==> src/rtl/video_pkg.sv <==
// rtl/video_pkg.sv - level codes, hue constants, pixel record and hue phase offset helper
package video_pkg;

  localparam logic [3:0] LVL_SYNC     = 4'd0;
  localparam logic [3:0] LVL_BLANK    = 4'd1;
  localparam logic [3:0] LVL_BURST_LO = 4'd2;
  localparam logic [3:0] LVL_BURST_HI = 4'd3;
  localparam logic [3:0] LVL_LUMA_LO  = 4'd4;
  localparam logic [3:0] LVL_LUMA_HI  = 4'd5;

  localparam logic [3:0] HUE_GRAY    = 4'd0;
  localparam logic [3:0] HUE_DARK    = 4'd13;
  localparam logic [3:0] HUE_BLACK_A = 4'd14;
  localparam logic [3:0] HUE_BLACK_B = 4'd15;

  typedef struct packed {
    logic [3:0] cc;
    logic [1:0] ll;
    logic [2:0] emph;
    logic       sync;
    logic       burst;
    logic       picture;
  } pixel_t;

  localparam pixel_t PIXEL_RESET = '{cc: HUE_BLACK_B, ll: 2'd0, emph: 3'd0,
                                     sync: 1'b0, burst: 1'b0, picture: 1'b0};

  // Hues outside 1..12 have no chroma; they map to offset 0 so the window is still defined.
  function automatic logic [15:0] hue_offset(input logic [3:0] h, input int phases, input logic alt);
    logic [15:0] off;
    off = 16'd0;
    if (h >= 4'd1 && h <= 4'd12)
      off = 16'((int'(h) - 1) * (phases / 12));
    if (alt && off != 16'd0)
      off = 16'(phases) - off;
    return off;
  endfunction

endpackage

==> src/rtl/video_hue_window.sv <==
// rtl/video_hue_window.sv - true while the subcarrier phase is in the positive half-cycle of a hue
module video_hue_window
  import video_pkg::*;
#(
  parameter int PHASES = 12
) (
  input  logic [3:0]                i_hue,
  input  logic [$clog2(PHASES)-1:0] i_phase,
  input  logic                      i_alt,
  output logic                      o_win
);

  localparam int PW = $clog2(PHASES);
  localparam int WW = PW + 1;
  localparam logic [WW-1:0] P_W    = WW'(PHASES);
  localparam logic [WW-1:0] HALF_W = WW'(PHASES / 2);

  logic [WW-1:0] w_off;
  logic [WW-1:0] w_sum;
  logic [WW-1:0] w_diff;

  assign w_off = WW'(hue_offset(i_hue, PHASES, i_alt));

  // Biasing by PHASES keeps the subtraction non-negative, so one conditional subtract is the modulo.
  assign w_sum  = {1'b0, i_phase} + P_W - w_off;
  assign w_diff = (w_sum >= P_W) ? w_sum - P_W : w_sum;
  assign o_win  = (w_diff < HALF_W);

endmodule

==> src/rtl/video_gen_param.sv <==
// rtl/video_gen_param.sv - parametrised composite-video level generator with pixel strobe
module video_gen_param
  import video_pkg::*;
#(
  parameter int PHASES     = 12,
  parameter int PIX_DIV    = 8,
  parameter int PAL_ALT    = 0,
  parameter int BURST_HUE  = 8,
  parameter int EMPH_R_HUE = 4,
  parameter int EMPH_G_HUE = 8,
  parameter int EMPH_B_HUE = 12
) (
  input  logic                      CLK,
  input  logic                      RES,
  input  logic                      line_start,
  input  logic [3:0]                cc,
  input  logic [1:0]                ll,
  input  logic [2:0]                emph,
  input  logic                      sync,
  input  logic                      burst,
  input  logic                      picture,
  output logic                      pix_stb,
  output logic [$clog2(PHASES)-1:0] phase,
  output logic [3:0]                vout_level,
  output logic                      tint
);

  localparam int PW = $clog2(PHASES);
  localparam int CW = $clog2(PIX_DIV);

  logic [PW-1:0] r_phase;
  logic [CW-1:0] r_pix_cnt;
  logic          r_alt;
  pixel_t        r_pix;
  logic [3:0]    r_level;
  logic          r_tint;

  logic       w_win_pix;
  logic       w_win_burst;
  logic       w_win_r;
  logic       w_win_g;
  logic       w_win_b;
  logic [3:0] w_luma_lo;
  logic [3:0] w_luma_hi;

  assign pix_stb = (r_pix_cnt == CW'(PIX_DIV - 1));

  always_ff @(posedge CLK) begin
    if (RES) begin
      r_phase   <= '0;
      r_pix_cnt <= '0;
      r_alt     <= 1'b0;
      r_pix     <= PIXEL_RESET;
    end else begin
      r_phase   <= (r_phase == PW'(PHASES - 1)) ? '0 : r_phase + PW'(1);
      r_pix_cnt <= pix_stb ? '0 : r_pix_cnt + CW'(1);
      if (PAL_ALT != 0 && line_start)
        r_alt <= ~r_alt;
      if (pix_stb)
        r_pix <= '{cc: cc, ll: ll, emph: emph, sync: sync, burst: burst, picture: picture};
    end
  end

  video_hue_window #(.PHASES(PHASES)) u_win_pix (
    .i_hue(r_pix.cc), .i_phase(r_phase), .i_alt(r_alt), .o_win(w_win_pix));
  video_hue_window #(.PHASES(PHASES)) u_win_burst (
    .i_hue(4'(BURST_HUE)), .i_phase(r_phase), .i_alt(r_alt), .o_win(w_win_burst));
  video_hue_window #(.PHASES(PHASES)) u_win_r (
    .i_hue(4'(EMPH_R_HUE)), .i_phase(r_phase), .i_alt(r_alt), .o_win(w_win_r));
  video_hue_window #(.PHASES(PHASES)) u_win_g (
    .i_hue(4'(EMPH_G_HUE)), .i_phase(r_phase), .i_alt(r_alt), .o_win(w_win_g));
  video_hue_window #(.PHASES(PHASES)) u_win_b (
    .i_hue(4'(EMPH_B_HUE)), .i_phase(r_phase), .i_alt(r_alt), .o_win(w_win_b));

  assign w_luma_lo = LVL_LUMA_LO + {1'b0, r_pix.ll, 1'b0};
  assign w_luma_hi = LVL_LUMA_HI + {1'b0, r_pix.ll, 1'b0};

  // Re-evaluated every clock from the held pixel, so chroma keeps toggling within a pixel.
  always_ff @(posedge CLK) begin
    if (RES) begin
      r_level <= LVL_BLANK;
      r_tint  <= 1'b0;
    end else begin
      r_tint <= r_pix.picture & ~r_pix.sync & ~r_pix.burst &
                (|(r_pix.emph & {w_win_b, w_win_g, w_win_r}));
      if (r_pix.sync)
        r_level <= LVL_SYNC;
      else if (r_pix.burst)
        r_level <= w_win_burst ? LVL_BURST_HI : LVL_BURST_LO;
      else if (!r_pix.picture || r_pix.cc == HUE_BLACK_A || r_pix.cc == HUE_BLACK_B)
        r_level <= LVL_BLANK;
      else if (r_pix.cc == HUE_GRAY)
        r_level <= w_luma_hi;
      else if (r_pix.cc == HUE_DARK)
        r_level <= w_luma_lo;
      else
        r_level <= w_win_pix ? w_luma_hi : w_luma_lo;
    end
  end

  assign phase      = r_phase;
  assign vout_level = r_level;
  assign tint       = r_tint;

endmodule

==> config.mk <==
export PLATFORM = sky130hd
export DESIGN_NAME = video_gen_param
export DESIGN_NICKNAME = d
export VERILOG_FILES = /design/src/rtl/video_pkg.sv /design/src/rtl/video_hue_window.sv /design/src/rtl/video_gen_param.sv
export SDC_FILE = /design/constraint.sdc
export NUM_CORES = 1
export LEC_CHECK = 0
export ABC_AREA = 1
export CORE_ASPECT_RATIO = 0.7
export CORE_MARGIN = 5
export CORE_UTILIZATION = 40
export CTS_CLUSTER_SIZE = 28
export DETAILED_ROUTE_END_ITERATION = 16
export PLACE_DENSITY = 0.67
export RECOVER_POWER = 25
export SETUP_SLACK_MARGIN = 0.05
export SYNTH_ARGS = -nofsm -noshare
export SYNTH_HDL_FRONTEND = slang
export SYNTH_HIERARCHICAL = 1
export SYNTH_SLANG_ARGS = --single-unit
export TNS_END_PERCENT = 30
==> constraint.sdc <==
create_clock -name CLK -period 5.7 [get_ports CLK]
set_clock_uncertainty 0.2 [all_clocks]
set_input_delay 1.14 -clock CLK [delete_from_list [all_inputs] [get_ports CLK]]
set_output_delay 1.14 -clock CLK [all_outputs]
set_load 0.05 [all_outputs]
Word-level counts from Yosys, hierarchy flattened:

Index checks and enable logic that the tools add are counted.

* $lt $le $gt $ge: 10
* add/subtract/negate cells: 14
* reduce and logical (&&, ||, !) cells: 9
* equality and inequality tests: 5
* bitwise operators: 6
* muxes and demuxes: 12

Operators with widths (count)
* $mux 5: 5
* $sub 5x4->5 const B: 5
* $ge 5x4->1 const B: 4
* $lt 5x3->1 const B: 4
* $mux 4: 5
* $eq 4x4->1 const B: 4
* $add 3x3->4 const A: 2
* $reduce_or 2->1: 3
* $add 4x4->5 const B: 1
* $sub 4x1->5 const B: 1
* $sub 5x2->5 const B: 1
* $sub 5x3->5 const B: 1
* $sub 5x5->5: 1
* $add 4x1->4 const B: 1
* $ge 4x1->1 const B: 1
* $le 4x4->1 const B: 1
* $logic_not 4->1: 1
* $add 3x1->3 const B: 1
* $and 1x1->1: 3
* $and 3x3->3: 1
* $eq 3x3->1 const B: 1
* $reduce_or 3->1: 1
* $logic_or 1x1->1: 2
* $mux 1: 2
* 3 further kinds: 4

* output and inout port bits: 10
* logic and storage cells: 67
* flip-flop bits (word level): 24
* input port bits: 15

Logic depth before layout (Yosys ltp):

Gate-level depths: netlist of run 1.

* depth after elaboration: 13
* depth in mapped cells: 28

By module:

Netlist of run 1, hierarchy kept.

Modules (own cells, without submodules)
* video_hue_window at u_win_g ...: cells an instance 82, seq. area each 0.0 µm², area each 494.2 µm², instances 3
* video_hue_window at u_win_b ...: cells an instance 84, seq. area each 0.0 µm², area each 501.7 µm², instances 2
* video_gen_param: cells an instance 115, seq. area each 480.5 µm², area each 915.9 µm², instances 1

Least setup slack after synthesis of run 1:

OpenSTA, ideal clock, no wires.

* path kind: register -> register
* start point: register r_pix[8] in the netlist's numbering
* end point: register r_level[0], in the netlist vout_level[0]
* setup slack: 2.622 ns
* clock period less this slack: 3.078 ns
* cell stages (with the launch flop): 19
* arrival: 2.766 ns
* path through: dfxtp_1 -> inv_1 -> ha_1 -> or2_2 -> nand2_1 -> o21ai_1 -> ha_1 -> ha_1 -> fa_1 -> xnor2_1 -> nand3_1 -> o21ai_0 -> inv_1 -> nand2_1 -> inv_1 -> nand2_1 -> nand3_1 -> nand2_1 -> nand2_1

* longest elaborated chain between the ends: 13
* elaborated cells between the ends (all ways): 22
* classes of those cells: 3 x add/sub; 4 x order compare; 3 x eq/ne; 8 x mux; 4 x reduce/logical

RTL lines
* start: declaration: RTL line video_gen_param.sv:34 `pixel_t r_pix;`
* start signal: assignment: RTL line video_gen_param.sv:60 `r_pix <= '{cc: cc, ll: ll, emph: emph, sync: sync, burst: burst, picture: picture};`
* $ge 4x1->1 or $le 4x4->1 (tied branches): RTL line video_pkg.sv:32 `if (h >= 4'd1 && h <= 4'd12)`
* $logic_and 1x1->1: RTL line video_pkg.sv:32
* $mux 5 *: RTL line video_pkg.sv:32
* $sub 5x5->5 *: RTL line video_hue_window.sv:25 `assign w_sum = {1'b0, i_phase} + P_W - w_off;`
* $sub 5x4->5 or $ge 5x4->1 (tied branches): RTL line video_hue_window.sv:26 `assign w_diff = (w_sum >= P_W) ? w_sum - P_W : w_sum;`
* $mux 5 *: RTL line video_hue_window.sv:26
* $lt 5x3->1 *: RTL line video_hue_window.sv:27 `assign o_win = (w_diff < HALF_W);`
* via w_win_pix: RTL line video_gen_param.sv:38 `logic w_win_pix;`
* $mux 4 *: RTL line video_gen_param.sv:97 `r_level <= w_win_pix ? w_luma_hi : w_luma_lo;`
* $mux 4 *: RTL line video_gen_param.sv:94 `else if (r_pix.cc == HUE_DARK)`
* $mux 4 *: RTL line video_gen_param.sv:92 `else if (r_pix.cc == HUE_GRAY)`
* $mux 4 *: RTL line video_gen_param.sv:90 `else if (!r_pix.picture || r_pix.cc == HUE_BLACK_A || r_pix.cc == HUE_BLACK_B)`
* $mux 4 *: RTL line video_gen_param.sv:88 `else if (r_pix.burst)`
* $mux 1 *: RTL line video_gen_param.sv:86 `if (r_pix.sync)`
* end signal: assignment: RTL line video_gen_param.sv:89 `r_level <= w_win_burst ? LVL_BURST_HI : LVL_BURST_LO;`
* end signal: assignment: RTL line video_gen_param.sv:93 `r_level <= w_luma_hi;`
* end signal: assignment: RTL line video_gen_param.sv:95 `r_level <= w_luma_lo;`
* end: declaration: RTL line video_gen_param.sv:35 `logic [3:0] r_level;`

The timed path passes the listed nets; every way through them passes the cells marked *.
A chain may end at the register's enable or synchronous reset.

Final worst setup path of run 1:

* start point: register r_pix_cnt[0]
* end point: output pix_stb

* longest elaborated chain between the ends: 1

RTL lines
* start: declaration: RTL line video_gen_param.sv:32 `logic [CW-1:0] r_pix_cnt;`
* start signal: assignment: RTL line video_gen_param.sv:56 `r_pix_cnt <= pix_stb ? '0 : r_pix_cnt + CW'(1);`
* $eq 3x3->1: RTL line video_gen_param.sv:46 `assign pix_stb = (r_pix_cnt == CW'(PIX_DIV - 1));`
* end: declaration: RTL line video_gen_param.sv:22 `output logic pix_stb,`

Every way passes these cells.

==> results of run 1 <==
[kinds of logic (layout without fill, tap and decap cells)]
kind of cell	count (synthesis)	count (layout)	share of synthesized area
buffers and inverters	122	146	0.138
other	2	82	0.00221
DFF	24	24	0.141
and+or+nand+nor	269	269	0.384
adders and majority gates	58	58	0.224
xor gates and xnor gates	14	14	0.0360
AOI/OAI and AO/OA	38	38	0.0684
muxes	2	2	0.00588
[routing by layer]
metal	part of all wire	global-route usage	up-vias	wire, um
met2	0.44	0.217	23	2810
li1	-	-	1785	-
met4	0.0051	0.0113	0	32
met1	0.54	0.177	1335	3390
met3	0.014	0.00974	4	87
met5	0	0	-	0
[cell usage after synthesis, types with 9 or more instances]
cell / count / share of area
inv_1: 104 / 0.11
inv_2: 15 / 0.017
nand3_2: 12 / 0.035
nor2_1: 45 / 0.050
nand4_1: 15 / 0.028
xor2_1: 9 / 0.023
a21oi_1: 9 / 0.013
dfxtp_1: 24 / 0.14
o21ai_0: 11 / 0.016
ha_1: 53 / 0.19
nand3_1: 49 / 0.072
nand2_1: 121 / 0.13
[cell type report]
| type | instances | area, um2 | area share |
|---|---|---|---|
| inverters | 119 | 447 | 0.108 |
| well taps | 105 | 131 | 0.0318 |
| flip-flops and latches | 24 | 480 | 0.116 |
| clock buffers | 3 | 75.1 | 0.0181 |
| multi-input cells | 463 | 2740 | 0.663 |
| repair buffers | 23 | 230 | 0.0557 |
| clock inverters | 1 | 30.0 | 0.00726 |
[power breakdown]
group / internal [mW] / switching, mW / total (mW)
registers: 0.172 / 0.00683 / 0.179
logic: 0.173 / 0.239 / 0.412
clock network: 0.139 / 0.0561 / 0.196
total: 0.484 / 0.302 / 0.786
[critical path, stage by stage, from the launching register on]
cell,delay [ns]
dfxtp_1,0.33
ha_1,0.15
ha_1,0.43
clkdlybuf4s50_1,0.89
[sequential cells by signal (all words and copies together) (netlist names)]
| signal | flops |
|---|---|
| vout_level | 4 |
| r_pix | 12 |
| tint | 1 |
| phase | 4 |
| r_pix_cnt | 3 |
[metrics by stage]
step | cell area [um2] | total power [mW] | utilization | hold slack (ns)
floorplan | 3700 | 0.517 | - | 0.192
global placement | 4040 | 0.566 | 0.483 | 0.197
detailed placement | 4040 | 0.578 | 0.483 | 0.211
CTS | 4150 | 0.776 | 0.495 | 0.220
global route | 4140 | 0.869 | 0.494 | 0.234
finish | 4140 | 0.786 | 0.494 | 0.217
[how the worst min path moves through the flow]
stage / to / slack (ns) / cells after the start
after floorplan: vout_level[2]$_SDFF_PP0_ / 0.19 / 1
after global placement: vout_level[2]$_SDFF_PP0_ / 0.20 / 1
after detailed placement: r_pix_cnt[0]$_SDFF_PP0_ / 0.21 / 1
after CTS: r_pix_cnt[0]$_SDFF_PP0_ / 0.22 / 1
after global routing: vout_level[2]$_SDFF_PP0_ / 0.23 / 1
final: vout_level[2]$_SDFF_PP0_ / 0.22 / 1
==> impl_metrics.yaml, run 1 <==
status:
  run_status: "finished clean"
min_path:
  timing.hold.worst.class: "flop to flop"
  holdCritStartpoint: "r_pix[7]$_SDFFE_PP0P_"
cts:
  tritoncts_buffer_count: 3
  cts.repair_timing.setup_buffer_count: 0
  cts.hold.buffers_added: 0
  cts_tree: "done"
  number_of_clock_sinks: 24
  clk_pin_slew_ns: 0.06
  cts_root_buffer: "clkbuf_16"
  cts_buffer_depth: 2
  h-tree-depth: 1
  cts-resized-gates: 0
  clk-insertion-delay-late_ns: 0.25
synth:
  synth_enable_flop_cells: 0
  postSynthRegisterBits: 24
  syn_area_cell_um2: 6.43
  syn-cell-area_mm2: 0.00340
  synth_flop_cell: "dfxtp_1"
  ys_warn_count: 6
  ys_async_rst_share: 0
  yosysSeqAreaShare: 0.141
  synth.distinct_cells: 32
  netlist_instances: 529
floorplan:
  die_width_um: 120
  die_y_um: 87.2
  fp.coreArea_mm2: 0.00837
  top_level_ports: 25
  effective_utilization_at_floorplan: 0.406
  fp.dieArea_mm2: 0.0105
  num_rows: 28
finish:
  fillCellCount: 845
  final_cell_count_no_fill: 738
  areaGrowthSynthToFinish_pct: 21.6
  antenna_cells: 0
  layout_commonest_cell: "nand2_1"
  layout.cells.most_common_list: "nand2_1, inv_1, conb_1"
  final_layout_size_suffix_gt1_frac: 0.0885
  final_nets: 707
timing:
  final.setup.worst_slack_ns: 2.31
  timing.final.crit_share: 0.595
  drv_slew: 0
  fin_tns_setup_ns: 0
  final_hold_viol_count: 0
  slew_headroom: 0.663
  minimum_period_implied_by_the_final_worst_setup_slack_ns: 3.39
  timing_worst_slew_pin_value_ns: 0.504
  report.final.setup_viol: 0
  rsz_0062_raised_after_global_routing: "false"
  max_freq_ghz: 0.295
global_route:
  overflow: 0
  grt_max_degree: 18
  grt_pass1_vias: 2819
  wire_length_of_the_first_global_routing_pass_um: 11500
  grt_antenna_before_repair: 0
  grtUsageTotal: 0.125
setup_path:
  worst-endpoint-arrival_ns: 2.05
  critPathMaxFanout: 12
  regToRegEndpoint: "vout_level[0]$_SDFF_PP1_"
  reg2reg_slack_ns: 2.36
  setup.worst_path.start_class: "flop"
  critPathLaunch: "r_pix_cnt[0]$_SDFF_PP0_"
  setup.worst_path.end_class: "output pin"
  cp_data_required_time_ns: 4.36
  worstSetupPathType: "flop to output pin"
  worstSetupEndpoint: "pix_stb"
  r2r_cells: 21
  timing.rr.start: "r_pix[8]$_SDFFE_PP1P_"
pwr:
  ir_drop_mv: 0.119
  total_leakage_power_nw: 2.24
  power-per-cell-area_mw_per_mm2: 190
route:
  drt-wirelength-per-cell_um: 8.56
  vias: 3147
  routed_wl_um: 6320
  dr.pass1.iters: 4
  vias_per_cell: 4.26
  detail-route-antenna-nets: 0
  post-route-drc-count: 0
  drt_first_iter_violations: 104
placement:
  place.detailed.instances: 734
  place_hpwl_um: 5590
  dp_slack_ns: 2.37
  routabilityCongestion: 0.796
  port_buffers: 23
flow_run:
  maxCapViolCount: 0
(Power assumes the default switching activity.)
==> run 2: changes to the inputs <==
Settings changed: PLACE_DENSITY 0.67 to 0.69.
Clock period 5.7 ns to 3 ns, I/O delays scaled along.
==> run 2 against run 1 <==
Effect of this change:
- global-route usage up 0.71 points
- sequential power increased by 90%
- die area did not move
- first-iteration DRC count decreased by 5.8%
- critical endpoint is now vout_level[0]$_SDFF_PP1_
- register-to-register slack lost 2.3 ns
- cell area grew 5.5%
==> impl_metrics.yaml, run 2 (same netlist as run 1, synthesis figures left out) <==
timing:
  final_hold_viol_count: 0
  max_freq_ghz: 0.335
  timing.final.crit_share: 0.995
  minimum_period_implied_by_the_final_worst_setup_slack_ns: 2.99
  fin_tns_setup_ns: 0
  timing_worst_slew_pin_value_ns: 0.520
  slew_headroom: 0.652
  report.final.setup_viol: 0
  drv_slew: 0
  final.setup.worst_slack_ns: 0.0150
  rsz_0062_raised_after_global_routing: "true"
route:
  route.met3.wl_um: 60
  drt-wirelength-per-cell_um: 8.95
  met2_wirelength_um: 3250
  routed_wl_um: 6750
  dr.max_layer_used: "met4"
  post-route-drc-count: 0
  vias_per_cell: 4.34
  drt_first_iter_violations: 98
  wirelength_met1_um: 3420
  dr.pass1.iters: 4
  detail-route-antenna-nets: 0
  vias: 3271
floorplan:
  num_rows: 28
  fp.dieArea_mm2: 0.0105
  die_width_um: 120
  top_level_ports: 25
  fp.coreArea_mm2: 0.00837
  die_y_um: 87.2
  effective_utilization_at_floorplan: 0.406
min_path:
  holdCritStartpoint: "r_pix[7]$_SDFFE_PP0P_"
  holdPathEnd: "vout_level[2]$_SDFF_PP0_"
  worst_hold_path.num_cells: 1
  timing.hold.worst.class: "flop to flop"
setup_path:
  crit_slowest_cell: "dfxtp_4"
  worst-endpoint-arrival_ns: 2.93
  worstSetupPathType: "flop to flop"
  cp_common_cell: "nand2_2"
  setup.worst_path.end_class: "flop"
  reg2reg_slack_ns: 0.01
  crit_path_cell_trace: "inv_4 -> ha_4 -> inv_2 -> nand3_2 -> buf_4 -> nand4_1 -> xor2_1 -> ha_1 -> inv_2 -> buf_4 -> fa_2 -> xnor2_2 -> nand3_1 -> o21ai_1 -> inv_1 -> nand2_1 -> inv_1 -> nand2_2 -> nand3_2 -> nand2_2 -> nand2_2"
  critPathMaxFanout: 4
  setup.worst_path.start_class: "flop"
  r2r_cells: 21
  timing.critical_path.slowest_cell_delay_ns: 0.39
  regToRegEndpoint: "vout_level[0]$_SDFF_PP1_"
  timing.rr.start: "r_pix[8]$_SDFFE_PP1P_"
  cp_data_required_time_ns: 2.94
finish:
  areaGrowthSynthToFinish_pct: 28.3
  antenna_cells: 0
  final_util: 0.521
  final_cell_count_no_fill: 754
  largest_register_ffs: 12
  fillCellCount: 864
  layout.cells.most_common_list: "nand2_1, inv_1, conb_1"
  biggest_register: "r_pix"
  layout_commonest_cell: "nand2_1"
  final_layout_size_suffix_gt1_frac: 0.146
  final_nets: 723
cts:
  clk_pin_slew_ns: 0.06
  clk-insertion-delay-late_ns: 0.26
  h-tree-depth: 1
  number_of_clock_sinks: 24
  cts_tree: "done"
  cts_root_buffer: "clkbuf_16"
  tritoncts_buffer_count: 3
  cts_buffer_depth: 2
pwr:
  total_leakage_power_nw: 2.31
  power_mw: 1.52
  ir_drop_mv: 0.247
  power-per-cell-area_mw_per_mm2: 348
status:
  run_status: "finished clean"
global_route:
  overflow: 0
  grt_pass1_vias: 3029
  grt_max_degree: 18
  grt_antenna_before_repair: 0
  wire_length_of_the_first_global_routing_pass_um: 12000
  grtUsageTotal: 0.132
placement:
  place_hpwl_um: 5790
  place.detailed.instances: 744
  dp_slack_ns: -0.0656
  port_buffers: 23
  routabilityCongestion: 0.810
flow_run:
  maxCapViolCount: 0
run 2: changes by cell type in the layout (fill, tap and decap cells not counted), sizes merged:
cell           change
dlygate4sd3        -1
buf               +15
clkdlybuf4s50      +1
clkbuf             +1
run 2: layout make-up:
| type | instances | area [um2] | share of cell area |
|---|---|---|---|
| clock inverter | 1 | 30.0 | 0.00688 |
| clock buffer | 3 | 75.1 | 0.0172 |
| multi-input combinational | 463 | 2840 | 0.651 |
| inverter | 119 | 452 | 0.103 |
| tap | 105 | 131 | 0.0301 |
| sequential | 24 | 485 | 0.111 |
| timing repair buffer | 39 | 350 | 0.0803 |
run 2: how the worst max path moves through the flow:
stage,startpoint,to
finish,r_pix[8]$_SDFFE_PP1P_,vout_level[0]$_SDFF_PP1_
global route,r_pix[8]$_SDFFE_PP1P_,vout_level[0]$_SDFF_PP1_
CTS,r_pix[9]$_SDFFE_PP1P_,vout_level[0]$_SDFF_PP1_
detailed placement,r_pix[8]$_SDFFE_PP1P_,vout_level[0]$_SDFF_PP1_
global placement,r_pix[8]$_SDFFE_PP1P_,vout_level[0]$_SDFF_PP1_
floorplan,r_pix[9]$_SDFFE_PP1P_,vout_level[0]$_SDFF_PP1_
run 2: layer usage:
metal  vias up  GRT usage
li1       1807          -
met1      1439      0.168
met2        21      0.249
met3         4     0.0149
met4         0     0.0154
met5         -          0
run 2: per-stage QoR:
stage,hold WS (ns),area [um2]
2_1_floorplan,0.192,3720
3_3_place_gp,0.198,4130
3_5_place_dp,0.204,4130
4_1_cts,0.214,4300
5_1_grt,0.247,4370
6_report,0.216,4370
run 2: where the power goes:
group	total [mW]	leakage [nW]	switching (mW)	internal, mW
sequential	0.340	0.194	0.0136	0.326
combinational	0.803	2.07	0.462	0.341
clock	0.374	0.0511	0.109	0.265
run 2: critical path: cells and delay by family, from the launching register on:
family                   cells  cell delay (ns)
AO/OA/AOI/OAI                1             0.08
XOR/XNOR                     2             0.27
adder cells (fa/ha/maj)      3             0.83
buffers and inverters        7             0.50
flip-flops                   1             0.39
AND/OR/NAND/NOR              8             0.58
run 2: repair_timing:
action | 4_1_cts | 5_1_grt
endpoints found under the setup margin | 1 | 1
pin swaps | 17 | 18
hold buffers | 0 | 0
buffers inserted | 3 | 3
resized for setup | 12 | 15
==> run 3: changes to the inputs <==
Settings changed: GPL_TIMING_DRIVEN set to 1.
==> results of run 3 <==
Final layout, timing and power as in run 2 (identical DEF).
